<file path="src/rtl/present80_seq_ctrl_if.sv">
// Datapath-side bundle between the PRESENT-80 sequencer (master) and the round datapath (slave).
interface present80_seq_ctrl_if #(
   parameter int unsigned CTR_W = 5
);
   logic             dp_stall;
   logic [63:0]      dp_state;
   logic             dp_load;
   logic [79:0]      dp_key;
   logic [63:0]      dp_plain;
   logic             dp_round_en;
   logic [CTR_W-1:0] dp_round_ctr;
   logic             dp_final;

   modport master (
      input  dp_stall, dp_state,
      output dp_load, dp_key, dp_plain, dp_round_en, dp_round_ctr, dp_final
   );

   modport slave (
      output dp_stall, dp_state,
      input  dp_load, dp_key, dp_plain, dp_round_en, dp_round_ctr, dp_final
   );
endinterface

</file>
<file path="src/rtl/present80_seq_ctrl.sv">
// Sequencer for the PRESENT-80 round datapath: load, NUM_ROUNDS rounds, final key add, capture.
module present80_seq_ctrl #(
   parameter int unsigned NUM_ROUNDS = 31,
   parameter int unsigned CTR_W      = 5
) (
   input  logic                        clk,
   input  logic                        rst,
   input  logic                        start_i,
   input  logic                        abort_i,
   input  logic                        done_clr_i,
   input  logic [79:0]                 key_i,
   input  logic [63:0]                 plain_i,
   present80_seq_ctrl_if.master        dp_io,
   output logic [63:0]                 cipher_o,
   output logic                        busy_o,
   output logic                        done_o,
   output logic                        err_o,
   output logic                        irq_o
);

   typedef enum logic [2:0] {StIdle, StLoad, StRound, StFinal, StCapt} state_e;

   localparam logic [CTR_W-1:0] LastRound = CTR_W'(NUM_ROUNDS);
   localparam logic [CTR_W-1:0] FirstRound = CTR_W'(1);

   state_e           state_q;
   logic [CTR_W-1:0] ctr_q;
   logic [79:0]      key_q;
   logic [63:0]      plain_q;
   logic [63:0]      cipher_q;
   logic             load_q, busy_q, done_q, err_q, irq_q;
   logic             round_en, final_en;

   // Round and final strobes follow dp_stall combinationally so a stall freezes the same cycle.
   assign round_en = (state_q == StRound) && !dp_io.dp_stall;
   assign final_en = (state_q == StFinal) && !dp_io.dp_stall;

   always_ff @(posedge clk) begin
      if (rst) begin
         state_q  <= StIdle;
         ctr_q    <= FirstRound;
         key_q    <= '0;
         plain_q  <= '0;
         cipher_q <= '0;
         load_q   <= 1'b0;
         busy_q   <= 1'b0;
         done_q   <= 1'b0;
         err_q    <= 1'b0;
         irq_q    <= 1'b0;
      end else begin
         irq_q  <= 1'b0;
         load_q <= 1'b0;
         if (done_clr_i) begin
            done_q <= 1'b0;
            err_q  <= 1'b0;
         end
         if (state_q != StIdle && abort_i) begin
            state_q <= StIdle;
            ctr_q   <= FirstRound;
            busy_q  <= 1'b0;
         end else begin
            // A start while busy is dropped but leaves a sticky error.
            if (start_i && state_q != StIdle) err_q <= 1'b1;
            unique case (state_q)
               StIdle: begin
                  if (start_i) begin
                     key_q   <= key_i;
                     plain_q <= plain_i;
                     done_q  <= 1'b0;
                     load_q  <= 1'b1;
                     busy_q  <= 1'b1;
                     state_q <= StLoad;
                  end
               end
               StLoad: begin
                  ctr_q   <= FirstRound;
                  state_q <= StRound;
               end
               StRound: begin
                  if (round_en) begin
                     if (ctr_q == LastRound) begin
                        ctr_q   <= FirstRound;
                        state_q <= StFinal;
                     end else begin
                        ctr_q <= ctr_q + 1'b1;
                     end
                  end
               end
               StFinal: begin
                  if (final_en) state_q <= StCapt;
               end
               StCapt: begin
                  cipher_q <= dp_io.dp_state;
                  done_q   <= 1'b1;
                  irq_q    <= 1'b1;
                  busy_q   <= 1'b0;
                  state_q  <= StIdle;
               end
               default: state_q <= StIdle;
            endcase
         end
      end
   end

   assign dp_io.dp_load      = load_q;
   assign dp_io.dp_key       = key_q;
   assign dp_io.dp_plain     = plain_q;
   assign dp_io.dp_round_en  = round_en;
   assign dp_io.dp_round_ctr = (state_q == StRound) ? ctr_q : '0;
   assign dp_io.dp_final     = final_en;

   assign cipher_o = cipher_q;
   assign busy_o   = busy_q;
   assign done_o   = done_q;
   assign err_o    = err_q;
   assign irq_o    = irq_q;

endmodule
</file>
<file path="src/flat_wrapper.sv">
// flat-port wrapper written by rule: the top's interface ports become plain ports
module present80_seq_ctrl_flat 
#(
   parameter int unsigned NUM_ROUNDS = 31,
   parameter int unsigned CTR_W      = 5
)
  (clk, rst, start_i, abort_i, done_clr_i, key_i, plain_i, cipher_o, busy_o, done_o, err_o, irq_o, dp_io_dp_stall, dp_io_dp_state, dp_io_dp_load, dp_io_dp_key, dp_io_dp_plain, dp_io_dp_round_en, dp_io_dp_round_ctr, dp_io_dp_final);
  present80_seq_ctrl_if #(.CTR_W(CTR_W)) dp_io_i ();
  input  logic clk;
  input  logic rst;
  input  logic start_i;
  input  logic abort_i;
  input  logic done_clr_i;
  input  logic [79:0] key_i;
  input  logic [63:0] plain_i;
  output logic [63:0] cipher_o;
  output logic busy_o;
  output logic done_o;
  output logic err_o;
  output logic irq_o;
  input wire logic [$bits(dp_io_i.dp_stall)-1:0] dp_io_dp_stall;
  input wire logic [$bits(dp_io_i.dp_state)-1:0] dp_io_dp_state;
  output wire logic [$bits(dp_io_i.dp_load)-1:0] dp_io_dp_load;
  output wire logic [$bits(dp_io_i.dp_key)-1:0] dp_io_dp_key;
  output wire logic [$bits(dp_io_i.dp_plain)-1:0] dp_io_dp_plain;
  output wire logic [$bits(dp_io_i.dp_round_en)-1:0] dp_io_dp_round_en;
  output wire logic [$bits(dp_io_i.dp_round_ctr)-1:0] dp_io_dp_round_ctr;
  output wire logic [$bits(dp_io_i.dp_final)-1:0] dp_io_dp_final;
  assign dp_io_i.dp_stall = dp_io_dp_stall;
  assign dp_io_i.dp_state = dp_io_dp_state;
  assign dp_io_dp_load = dp_io_i.dp_load;
  assign dp_io_dp_key = dp_io_i.dp_key;
  assign dp_io_dp_plain = dp_io_i.dp_plain;
  assign dp_io_dp_round_en = dp_io_i.dp_round_en;
  assign dp_io_dp_round_ctr = dp_io_i.dp_round_ctr;
  assign dp_io_dp_final = dp_io_i.dp_final;
  present80_seq_ctrl #(.NUM_ROUNDS(NUM_ROUNDS), .CTR_W(CTR_W)) u_core (.clk(clk), .rst(rst), .start_i(start_i), .abort_i(abort_i), .done_clr_i(done_clr_i), .key_i(key_i), .plain_i(plain_i), .dp_io(dp_io_i), .cipher_o(cipher_o), .busy_o(busy_o), .done_o(done_o), .err_o(err_o), .irq_o(irq_o));
endmodule
</file>
<file path="config.mk">
export PLATFORM = sky130hd
export DESIGN_NAME = present80_seq_ctrl_flat
export DESIGN_NICKNAME = d
export VERILOG_FILES = /design/src/rtl/present80_seq_ctrl_if.sv /design/src/rtl/present80_seq_ctrl.sv /design/src/flat_wrapper.sv
export SDC_FILE = /design/constraint.sdc
export NUM_CORES = 1
export LEC_CHECK = 0
export ABC_AREA = 1
export CELL_PAD_IN_SITES_DETAIL_PLACEMENT = 0
export CELL_PAD_IN_SITES_GLOBAL_PLACEMENT = 1
export CORE_AREA = 3 3 172 174
export CTS_CLUSTER_SIZE = 14
export DETAILED_ROUTE_END_ITERATION = 10
export DIE_AREA = 0 0 175 177
export HOLD_SLACK_MARGIN = 0.06
export PLACE_DENSITY = 0.94
export SLEW_MARGIN = 20
export SYNTH_ARGS = -nofsm -noshare
export SYNTH_HDL_FRONTEND = slang
export SYNTH_SLANG_ARGS = --single-unit
</file>
<file path="constraint.sdc">
create_clock -name clk -period 2.35 [get_ports clk]
set_clock_uncertainty 0.1 [all_clocks]
set_input_delay 0.3525 -clock clk [delete_from_list [all_inputs] [get_ports clk]]
set_output_delay 0.3525 -clock clk [all_outputs]
set_load 0.02 [all_outputs]
</file>
; After elaboration in Yosys (flattened, before gate mapping)
; Index checks and enable logic that the tools add are counted.
[totals]
ff_bits = 221
out_inout_bits = 220
elab_cells = 58
[op_classes]
add_sub_neg = 1
eq_ne = 9
mux = 20
bitwise = 2
n_reduce_logical = 16
[op_table]
columns = cell, n
row1 = $mux 5, 3
row2 = $mux 3, 4
row3 = $pmux 3 s4, 1
row4 = $pmux 5 s2, 1
row5 = $mux 1, 9
row6 = $ne 2x2->1 const B, 4
row7 = $eq 3x2->1 const B, 2
row8 = $reduce_and 2->1, 3
row9 = $add 5x1->5 const B, 1
row10 = $eq 5x5->1 const B, 1
row11 = $logic_and 1x1->1, 4
row12 = $pmux 1 s2, 2
row13 = $reduce_and 4->1, 1
row14 = $reduce_bool 2->1, 2
row15 = $eq 3x1->1 const B, 1
row16 = $eq 3x3->1 const B, 1
row17 = $logic_not 3->1, 1
row18 = $reduce_and 3->1, 1
row19 = $reduce_bool 3->1, 1
row20 = $reduce_or 3->1, 1
row21 = $not 1->1, 2
row22 = $reduce_or 2->1, 1
row23 = $logic_not 1->1, 1

; Logic depth before layout (Yosys ltp)
; Gate-level depths: netlist (run 1).
[logic_depth]
depth_word = 4
ltp_mapped = 10
depth_no_buf = 10

; Worst setup path before layout (run 1)
; No wires, ideal clock.
[synth_timing]
path_kind = input port to flip-flop
startpoint = in start_i
endpoint = reg u_core.key_q[55], in the netlist u_core.dp_io.dp_key[55]
setup_ps = 70
arrival_time_ps = 1277
required_ps = 2180
slack_ps = 903
path_stages = 5
path_buffers = 3
cell_sequence = buf_2 > clkbuf_1 > buf_1 > nand3_1 > a21oi_1
[synth_between]
elab_chain_cells = 1
[synth_rtl]
columns = item, line
row1 = "start, declared", flat_wrapper.sv:11  ; input logic start_i;
row2 = $reduce_and 3->1 (no line), n/a
row3 = "end signal, assigned", present80_seq_ctrl.sv:67  ; key_q <= key_i;
row4 = "end, declared", present80_seq_ctrl.sv:28  ; logic [79:0] key_q;
; Every way passes these cells.
; A chain may end at the register's enable or synchronous reset.

; Worst setup path in the final report (run 1)
[layout_timing]
startpoint = reg u_core.state_q[0]
endpoint = out dp_io_dp_round_ctr[0]
[layout_between]
elab_chain_cells = 2
[layout_rtl]
columns = item, line
row1 = "start, declared", present80_seq_ctrl.sv:26  ; state_e state_q;
row2 = "start signal, assigned", present80_seq_ctrl.sv:40  ; state_q <= StIdle;
row3 = "start signal, assigned", present80_seq_ctrl.sv:58  ; state_q <= StIdle;
row4 = "start signal, assigned", present80_seq_ctrl.sv:72  ; state_q <= StLoad;
row5 = $eq 3x2->1, present80_seq_ctrl.sv:109  ; assign dp_io.dp_round_ctr = (state_q == StRound) ? ctr_q : '0;
row6 = $mux 5, present80_seq_ctrl.sv:109
row7 = "end, declared", flat_wrapper.sv:27  ; output wire logic [$bits(dp_io_i.dp_round_ctr)-1:0] dp_io_dp_round_ctr;
; Every way passes these cells.

==> results of run 1 <==
cell type report:
class                      instances  area (µm²)
clock buffer                      35         723
multi-input combinational        695        3220
tap                              378         473
fill                            2679       14300
timing repair buffer             454        4630
clock inverter                     7         113
sequential                       221        4430
inverter                          19        73.8
metal layers:
metal | GRT usage | vias to the layer above | part of all wire
met5 | 0 | - | 0
met4 | 0.0585 | 0 | 0.032
met3 | 0.0618 | 61 | 0.092
met2 | 0.313 | 378 | 0.48
met1 | 0.204 | 3991 | 0.39
li1 | - | 4237 | -
timing repair:
action | in CTS | in global routing
hold buffers | 1 | 0
endpoints found under the setup margin | 7 | 0
endpoints found under the hold margin | 1 | 0
resized for setup | 8 | 0
cells in the mapped netlist, drive strengths merged:
library cell,number,area share
nand2,233,0.11
o211ai,1,0.00092
o21ai,4,0.0025
nand3,222,0.14
inv,19,0.0088
ha,2,0.0031
a21oi,210,0.13
a31oi,1,0.00077
clkbuf,55,0.025
nand4,1,0.00077
nor3,4,0.0031
nor2,17,0.0088
buf,39,0.029
dfxtp,221,0.54
worst max-delay path: stages, from the launching register on:
cell,delay [ps]
dfxtp_1,390
nor2_4,170
nand2_1,170
nor2_1,160
dlygate4sd2_1,350
stage by stage:
step           utilization  instance area [µm²]  cells  setup WS (ps)  total power [W]
6_report             0.489                13700   1809            136           0.0127
3_5_place_dp         0.459                12800   1766            172          0.00883
5_1_grt              0.489                13700   1809           48.5           0.0133
4_1_cts              0.489                13700   1809           93.0           0.0129
2_1_floorplan            -                 8150   1029            903          0.00690
3_3_place_gp         0.459                12800   1766            157          0.00875
state kept, by name, summed over array words and instances, names as in the netlist:
register and flops:
u_core.ctr_q 5, u_core.done_o 1, u_core.err_o 1, u_core.dp_io.dp_key 80, u_core.busy_o 1, u_core.state_q 3
u_core.cipher_o 64, u_core.irq_o 1, u_core.dp_io.dp_load 1, u_core.dp_io.dp_plain 64
power by group through the flow:
stage,clock network (W),registers [W],logic (W)
after floorplan,0,0.00529,0.00161
after global placement,0,0.00466,0.00409
after detailed placement,0,0.00469,0.00414
after CTS,0.00410,0.00462,0.00414
after global routing,0.00422,0.00468,0.00440
final,0.00398,0.00462,0.00410
final timing paths:
check                       from                         to  slack, ps  cells past startpoint
max            u_core.state_q[0]      dp_io_dp_round_ctr[0]        140                      4
min                      start_i    u_core.dp_io.dp_key[66]        230                      3
max reg2reg    u_core.state_q[0]  u_core.dp_io.dp_plain[39]        570                      6
min reg2reg  u_core.cipher_o[27]        u_core.cipher_o[27]        360                      2
layout by cell type, fill, tap and decap left out, types with 6 or more instances in the layout:
cell,count
dfxtp_1,220
buf_12,12
clkbuf_8,6
buf_4,9
nand2_1,230
nor2_1,16
nand3_1,222
dlygate4sd2_1,7
a21oi_1,210
clkbuf_16,25
clkdlybuf4s50_1,424
inv_1,17
cells by family after synthesis:
kind of cell | after synthesis
buffers and inverters | 113
DFF | 221
and+or+nand+nor | 477
adders and majority gates | 2
AOI/OAI and AO/OA | 216
==> flow_summary.ini, run 1 <==
[critical_path]
worst_ep_arrival_time_ps = 1760
cp.required_ps = 1900
path_max_fanout = 7
path_class = reg -> out
crit_path_start_kind = flip-flop
crit_path_end_kind = output port

[clock_network]
clk_pin_slew_ps = 60
cts_sinks = 221
clock-root-buffer = clkbuf_16
cts.path.max_buffers = 3
postCtsSetupRepairBufs = 0
cts_buffers = 24
cts_tree = yes
clk_latency_ps = 510
h-tree-depth = 1

[timing]
rsz0062_at_grt = false
relSlewSlack = 0.670
min_period_ps = 2210
worstMarginPinSlew_ps = 494
hold_viol = 0
setup_tns_ps = 0
finalMaxSlewViolations = 0
setup_violations = 0
fmax_mhz = 452
finalCritPeriodShare = 0.942
whs_ps = 225

[finish]
drive_above_1_share = 0.0475
n_antenna_cell = 0
syn2layout_area_growth_pct = 67.6
fin_nets = 1631

[floorplanning]
initial_core_util = 0.292
dieWidth_um = 175
dieArea_um2 = 31000
std_cell_rows = 61
die_h_um = 177
fp.coreArea_um2 = 27900
ios = 434

[global_routing]
grt_pass1_wl_mm = 45.6
grt_usage = 0.179
grt_max_degree = 92
overflow = 0
antenna_found_initial = 0
grt_pass1_vias = 8470

[yosys]
synth.avg_cell_area_um2 = 7.92
yosysWarnings = 0
syn_inst = 1029
synth_compound_area_frac = 0.133
synthAdderAreaFrac = 0.00307
ys_seq_elements = 221
synth-xor-area-share = 0
yosysUniqueCellTypes = 22
synthSimpleGateAreaFrac = 0.258
synthesis.area_um2 = 8150
ys_seq_area_frac = 0.543
synthesis.nets = 1245
synth.area.mux_share = 0
synth_top_family_by_area = simple AND/OR/NAND/NOR gates

[place]
post-dp-hpwl_mm = 21.2
port_buffers = 433
routabilityCongestion = 0.804

[power_and_ir_drop]
clkPwrFrac = 0.314
seqPwrFrac = 0.363
vdd_ir_drop_max_mv = 0.511
power_frac_comb = 0.323
internal_power_w = 0.00854
pwr_density_cell_nw_per_um2 = 930
p_sw_frac = 0.327
power_switching_w = 0.00416
leakagePower_nw = 4.86

[drt]
vias = 8667
vias_per_cell = 4.79
wl_per_cell_um = 16.6
firstDrtPassIters = 5
drc_errors = 0
drt-initial-drc-count = 488
wl_mm = 30.1
antenna_left = 0

[run_status]
outcome = finished, final reports clean

[run]
cap_violations = 0

[worst_hold_path]
hold_class = in -> reg
(Power assumes the default switching activity.)
==> run 2, diff against run 1 <==
Settings changed: ABC_AREA 1 to unset, CORE_AREA 3 3 172 174 to 3 3 171 173, DIE_AREA 0 0 175 177 to 0 0 174 176.
==> run 2 against run 1 <==
Non-clock buffer count increased by 1. Critical path depth unchanged. Utilization decreased by 0.86 points. Critical endpoint is now dp_io_dp_round_ctr[1]. Largest power group unchanged.
==> flow_summary.ini, run 2 <==
[critical_path]
cp.required_ps = 1900
crit_path_end_kind = output port
r2r-end = u_core.ctr_q[3]
r2r-start = u_core.ctr_q[0]
worstSetupStartpoint = u_core.state_q[2]
endpoint = dp_io_dp_round_ctr[1]
rrSetupSlack_ps = 160
crit_path_start_kind = flip-flop
worst_ep_arrival_time_ps = 1790
path_max_fanout = 16
r2r_cells = 6
path_class = reg -> out

[global_routing]
antenna_found_initial = 1
grt_pass1_wl_mm = 42.5
grt_max_degree = 118
grt_usage = 0.168
grt_pass1_vias = 7819
overflow = 0

[floorplanning]
dieWidth_um = 174
ios = 434
initial_core_util = 0.279
dieArea_um2 = 30600
std_cell_rows = 61
die_h_um = 176
fp.coreArea_um2 = 27800

[finish]
multi_input_area_um2 = 3010
fillers = 2694
largest_reg_flops = 80
regArea_um2 = 4420
syn2layout_area_growth_pct = 72.0
fin_nets = 1607
final_common_cell = clkdlybuf4s50_1
final_cell_mix = 425 x clkdlybuf4s50_1, 418 x nand2_1, 221 x dfxtp_1, 214 x a21oi_1, 25 x clkbuf_16
stdcell_area_um2 = 13300
post-route-util = 0.480
drive_above_1_share = 0.0468

[yosys]
ys_seq_elements = 221
synth-async-reset-ratio = 0
synth_area_leader_cell = dfxtp_1
synth_top_cells_by_area = dfxtp_1 57%, nand2_1 20%, a21oi_1 14%
synthTopCellsByCount = 418 x nand2_1, 221 x dfxtp_1, 214 x a21oi_1, 52 x clkbuf_1, 22 x buf_2
synthesis.nets = 1201
ys_seq_area_frac = 0.570
syn_inst = 985
synth_most_common_cell = nand2_1
synthesis.area_um2 = 7760
yosysTopAreaCellShare = 0.570
yosysWarnings = 0
synth_flop_cell = dfxtp_1
synth.avg_cell_area_um2 = 7.88
yosysUniqueCellTypes = 31
synth_edf_count = 0

[timing]
fmax_mhz = 446
min_period_ps = 2240
finalMaxSlewViolations = 0
finalCritPeriodShare = 0.954
worstMarginPinSlew_ps = 582
setup_violations = 0
rsz0062_at_grt = false
hold_viol = 0
relSlewSlack = 0.611

[drt]
vias_per_cell = 4.52
wl_mm = 27.4
wl_per_cell_um = 15.3
drc_errors = 0
drt-initial-drc-count = 399
vias = 8074
antenna_left = 0
firstDrtPassIters = 4

[worst_hold_path]
hold_class = in -> reg

[clock_network]
clk_latency_ps = 520
cts.path.max_buffers = 3
clk_pin_slew_ps = 60
h-tree-depth = 1
cts_buffers = 25
cts_sinks = 221
clock-root-buffer = clkbuf_16
cts_tree = yes

[power_and_ir_drop]
leakagePower_nw = 4.82
clkPwrFrac = 0.354
pwr_density_cell_nw_per_um2 = 800
seqPwrFrac = 0.398
power_frac_comb = 0.248
internal_power_w = 0.00756
vdd_ir_drop_max_mv = 0.496
power_switching_w = 0.00312
p_sw_frac = 0.292

[run]
cap_violations = 0

[place]
port_buffers = 433
routabilityCongestion = 0.821
placed_area_um2 = 12500
post-dp-hpwl_mm = 19.5

[run_status]
outcome = finished, final reports clean
-- run 2: cell type report --
class	instances	area share
Multi-Input combinational cell	683	0.226
Antenna cell	1	0.000188
Clock inverter	7	0.00525
Clock buffer	38	0.0543
Sequential cell	221	0.332
Inverter	5	0.00141
Tap cell	378	0.0354
Timing Repair Buffer	455	0.346
-- run 2: how the worst min path moves through the flow --
stage	start	end	depth (start not counted)
floorplan	u_core.ctr_q[4]	u_core.ctr_q[4]	2
global placement	u_core.cipher_o[27]	u_core.cipher_o[27]	2
detailed placement	u_core.dp_io.dp_key[70]	u_core.dp_io.dp_key[70]	2
CTS	dp_io_dp_state[14]	u_core.cipher_o[14]	3
global route	key_i[73]	u_core.dp_io.dp_key[73]	3
finish	dp_io_dp_state[24]	u_core.cipher_o[24]	3
-- run 2: cell families (layout without fill, tap and decap cells) --
group | after synthesis | after routing | synth area share
other | 0 | 1 | 0
and+or+nand+nor | 455 | 455 | 0.233
adders and majority gates | 2 | 2 | 0.00322
buffers and inverters | 81 | 505 | 0.0437
AOI/OAI and AO/OA | 226 | 226 | 0.150
DFF | 221 | 221 | 0.570
-- run 2: what timing repair did --
action | in CTS | in global routing
setup buffers | 0 | 0
resized for setup | 7 | 0
setup endpoints to repair | 6 | 0
hold buffers | 1 | 0
endpoints found under the hold margin | 2 | 0
-- run 2: worst max-delay path, cell delays in order (launching register included) --
cell and delay, ps:
dfxtp_1 320, buf_4 190, nor2_2 220, and3_1 190, dlygate4sd2_1 340
-- run 2: routing by layer --
layer	up-vias	part of all wire	global-route usage
met2	337	0.47	0.279
li1	4004	-	-
met3	44	0.10	0.0682
met5	-	0	0
met1	3689	0.40	0.202
met4	0	0.027	0.0462
-- run 2: through the flow --
stage	setup WS (ps)	total power [W]	setup TNS [ps]	hold WS, ps	instances
5_1_grt	29.3	0.0112	0	258	1788
3_3_place_gp	-58.9	0.00697	-58.9	340	1741
2_1_floorplan	255	0.00560	0	356	985
4_1_cts	68.7	0.0109	0	239	1787
6_report	108	0.0107	0	275	1788
3_5_place_dp	-29.8	0.00701	-29.8	345	1741
-- run 2: power groups by stage --
stage	clock network, W	registers (W)	logic, W
2_1_floorplan	0	0.00472	0.000885
3_3_place_gp	0	0.00432	0.00265
3_5_place_dp	0	0.00433	0.00268
4_1_cts	0.00393	0.00425	0.00268
5_1_grt	0.00407	0.00429	0.00286
6_report	0.00378	0.00425	0.00265
==> edit 1, RTL diff (settings of run 1) <==
`NUM_ROUNDS` is set to 31 in 2 places; all go to 15.
--- a/src/rtl/present80_seq_ctrl.sv
+++ b/src/rtl/present80_seq_ctrl.sv
@@ -1,5 +1,5 @@
 // Sequencer for the PRESENT-80 round datapath: load, NUM_ROUNDS rounds, final key add, capture.
 module present80_seq_ctrl #(
-   parameter int unsigned NUM_ROUNDS = 31,
+   parameter int unsigned NUM_ROUNDS = 15,
    parameter int unsigned CTR_W      = 5
 ) (
--- a/src/flat_wrapper.sv
+++ b/src/flat_wrapper.sv
@@ -2,5 +2,5 @@
 module present80_seq_ctrl_flat 
 #(
-   parameter int unsigned NUM_ROUNDS = 31,
+   parameter int unsigned NUM_ROUNDS = 15,
    parameter int unsigned CTR_W      = 5
 )
Behaviour: no difference found for any inputs over 4 cycles, from zero or initial values and one cycle with rst high; that may be too few to reach the edited logic, so the function may still have changed.
==> edit 1 against run 1 <==
Worst hold slack got worse by 0.13 ns; sequential cell count did not move; final area rose by 1.2%; setup slack improved by 0.055 ns; wire length rose by 0.97%; highest routed layer unchanged; power rose by 2.4%; sequential power fell by 2%; core utilization rose by 0.60 points; area after synthesis rose by 3.2%; clock power rose by 1%; non-clock buffer count fell by 6; die area did not move.
==> edit 1: results <==
set metrics [dict create \
    nets 1622 \
    gp_congestion 0.8017 \
    p_per_area_mw_per_mm2 940.3 \
    status "completed" \
    met3_length_um 3137 \
    ctsHtreeMaxLevel 1 \
    wl_per_cell_um 16.83 \
    crit_family "flip-flops" \
    met1_usage_pct 22.18 \
    nFillCells 2634 \
    drt-met1-wl_um 12220 \
    wl_met2_um 14280 \
    intPower_mw 8.531 \
    met2_usage_pct 30.32 \
    grt.total_usage_pct 18.20 \
    dp_hpwl_um 20870 \
    place_inst 1758 \
    leakage_nw 4.860 \
    peakVddDrop_v 0.0005214 \
    synth_area_per_cell_sq_um 8.201 \
    final_layout_size_suffix_gt1_share_pct 8.848 \
    fmax_mhz 463.1 \
    pwr-share-seq_pct 35.0 \
    grt_antenna_before_repair 1 \
    r2r-end "u_core.dp_io.dp_plain[28]" \
    critPathArrivalTime_ns 1.71 \
    highest_layer "met4" \
    pre_cts_slack_ns 0.1770 \
    synth_area_leaders "dfxtp_1 (53%), nand3_1 (11%), a21oi_1 (11%)" \
    syn_nets 1240 \
    tightest_slew_ns 0.5810 \
    ff2ff_path_depth 6 \
    vias 8661 \
    holdPathStages 2 \
    cp_slowest_stage_delay_ns 0.52 \
    hold_start "rst" \
    grt_pass1_wl_um 46440 \
    cp-endpoint "dp_io_dp_final" \
    min_to "u_core.dp_io.dp_key[58]" \
    dpl_cell_area_sq_mm 0.01298 \
    yosysSeqAreaShare_pct 52.63 \
]
## edit 1: timing repair
action / 4_1_cts / 5_1_grt
endpoints found under the setup margin: 7 / 0
buffers inserted: 0 / 0
hold endpoints to repair: 0 / 0
hold buffers: 0 / 0
resized for setup: 9 / 0
## edit 1: logic make-up (layout without fill, tap and decap cells)
logic type | count (synthesis) | after routing
buffers and inverters | 113 | 512
AND/OR/NAND/NOR | 472 | 472
AO/OA/AOI/OAI | 218 | 218
other | 0 | 1
flip-flops | 221 | 221
adder cells (fa/ha/maj) | 1 | 1
## edit 1: cell type report
cell class / instances / area, sq um / area share [%]
Inverter: 20 / 77.57 / 0.5611
Clock inverter: 11 / 158.9 / 1.149
Timing Repair Buffer: 448 / 4541 / 32.84
Sequential cell: 221 / 4424 / 32.00
Clock buffer: 33 / 685.7 / 4.959
Tap cell: 378 / 473.0 / 3.421
Multi-Input combinational cell: 691 / 3463 / 25.05
Antenna cell: 1 / 2.502 / 0.01810
==> edit 2, RTL diff (config.mk and constraints of run 1) <==
Without the edit above. Re-encode `state_e` (5 states) as Gray code, 3 bits wide.
--- a/src/rtl/present80_seq_ctrl.sv
+++ b/src/rtl/present80_seq_ctrl.sv
@@ -19,5 +19,5 @@
 );
 
-   typedef enum logic [2:0] {StIdle, StLoad, StRound, StFinal, StCapt} state_e;
+   typedef enum logic [2:0] {StIdle = 3'b000, StLoad = 3'b001, StRound = 3'b011, StFinal = 3'b010, StCapt = 3'b110} state_e;
 
    localparam logic [CTR_W-1:0] LastRound = CTR_W'(NUM_ROUNDS);
Formal check against the unedited RTL: same outputs for any inputs over 4 cycles, from zero or initial values and one cycle with rst high; so few cycles prove little.
==> edit 2 against run 1 <==
Sequential cell count stayed put; global-route usage is 0.066 points lower; power is 5.7% lower; area after synthesis hardly changed; final area is 1.5% lower; wire length is 1.9% lower; setup slack better by 0.067 ns; via count is 3.1% lower.
==> edit 2: results <==
set metrics [dict create \
    slew_headroom_pct 56.29 \
    clk-power_mw 3.93 \
    grt.total_usage_pct 17.79 \
    critPathArrivalTime_ns 1.69 \
    syn_nets 1234 \
    dpl_cell_area_sq_mm 0.01262 \
    setup_viol 0 \
    intPower_mw 8.097 \
    crit_slowest_cell "dfxtp_1" \
    grt_pass1_wl_um 45380 \
    dp_hpwl_um 20440 \
    worstSkewPairLatency_ns 0.51 \
    fin_setup_tns_ns 0 \
    grt_pass1_vias 8270 \
    cts_resized 8 \
    ant_nets 0 \
    worstPathMaxFanout 6 \
    cp_slowest_stage_delay_ns 0.40 \
    grt_max_degree 122 \
    clk_pin_slew_ns 0.06 \
    powerComb_mw 3.60 \
    met2_usage_pct 30.00 \
    leakage_nw 5.107 \
    peakVddDrop_v 0.0006477 \
    synth_commonest_cells "dfxtp_1 (221), nand2_1 (164), nand3_1 (153), a21oi_1 (149), nor2_1 (142)" \
    grt_antenna_before_repair 1 \
    crit_family "buffers and inverters" \
    reg2reg_slack_ns 0.50 \
    dr.pass1.iters 6 \
    yosys_warnings 0 \
    drtIter0Drc 448 \
    cts_made_buffers 25 \
    status "completed" \
    synth_area_leaders "dfxtp_1 (54%), nand3_1 (9.4%), a21oi_1 (9.1%)" \
    met1_usage_pct 20.65 \
    yosysUniqueCellTypes 27 \
    gp_congestion 0.7666 \
    std_cell_rows 61 \
    clock_path_buffers 3 \
    drt-total-wl_um 29500 \
    largest_reg_flops 80 \
    final_layout_size_suffix_gt1_share_pct 5.189 \
    async_flop_share_pct 0 \
    comb_power_share_pct 30.1 \
    viasPerCell 4.651 \
    nFillCells 2699 \
    yosysSeqAreaShare_pct 54.27 \
    nets 1625 \
    post_cts_buffers 0 \
    post-route-drc-count 0 \
    io_buffers 433 \
    ctsHtreeMaxLevel 1 \
    grt_use_met3_pct 7.615 \
]
[edit 2: metrics by stage]
| stage | hold slack, ns | util [%] | instances | setup WS (ns) |
|---|---|---|---|---|
| 5_1_grt | 0.1349 | 48.16 | 1805 | 0.06782 |
| 2_1_floorplan | 0.3306 | - | 1018 | 0.7146 |
| 4_1_cts | 0.1151 | 48.16 | 1804 | 0.05956 |
| 3_5_place_dp | 0.3510 | 45.19 | 1760 | 0.2544 |
| 6_report | 0.1371 | 48.16 | 1805 | 0.2031 |
| 3_3_place_gp | 0.3468 | 45.19 | 1760 | 0.2380 |
[edit 2: cell families after synthesis]
logic type,after synthesis,share of synthesized area (%)
AOI/OAI and AO/OA,217,13.40
adders and majority gates,2,0.3069
buffers and inverters,106,7.414
DFF,221,54.27
and+or+nand+nor,472,24.60
[edit 2: metal layers]
| layer | up-vias | routed length, um |
|---|---|---|
| li1 | 4138 | - |
| met5 | - | 0 |
| met1 | 3871 | 11660 |
| met3 | 50 | 3049 |
| met2 | 336 | 13950 |
| met4 | 0 | 841 |
[edit 2: final timing paths]
check / start / endpoint / cells past startpoint
max: u_core.state_q[0] / dp_io_dp_round_ctr[2] / 5
min: start_i / u_core.dp_io.dp_plain[2] / 3
max reg2reg: u_core.state_q[1] / u_core.cipher_o[59] / 7
min reg2reg: u_core.dp_io.dp_key[35] / u_core.dp_io.dp_key[35] / 2
[edit 2: final cells by class]
cell class                 instances  area (sq um)  share of cell area [%]
clock inverter                    10         107.6                  0.7998
antenna                            1         2.502                 0.01860
multi-input combinational        691          3131                   23.27
sequential                       221          4425                   32.89
inverter                          23         88.84                  0.6603
tap                              378         473.0                   3.515
timing repair buffer             447          4497                   33.42
clock buffer                      34         729.5                   5.422
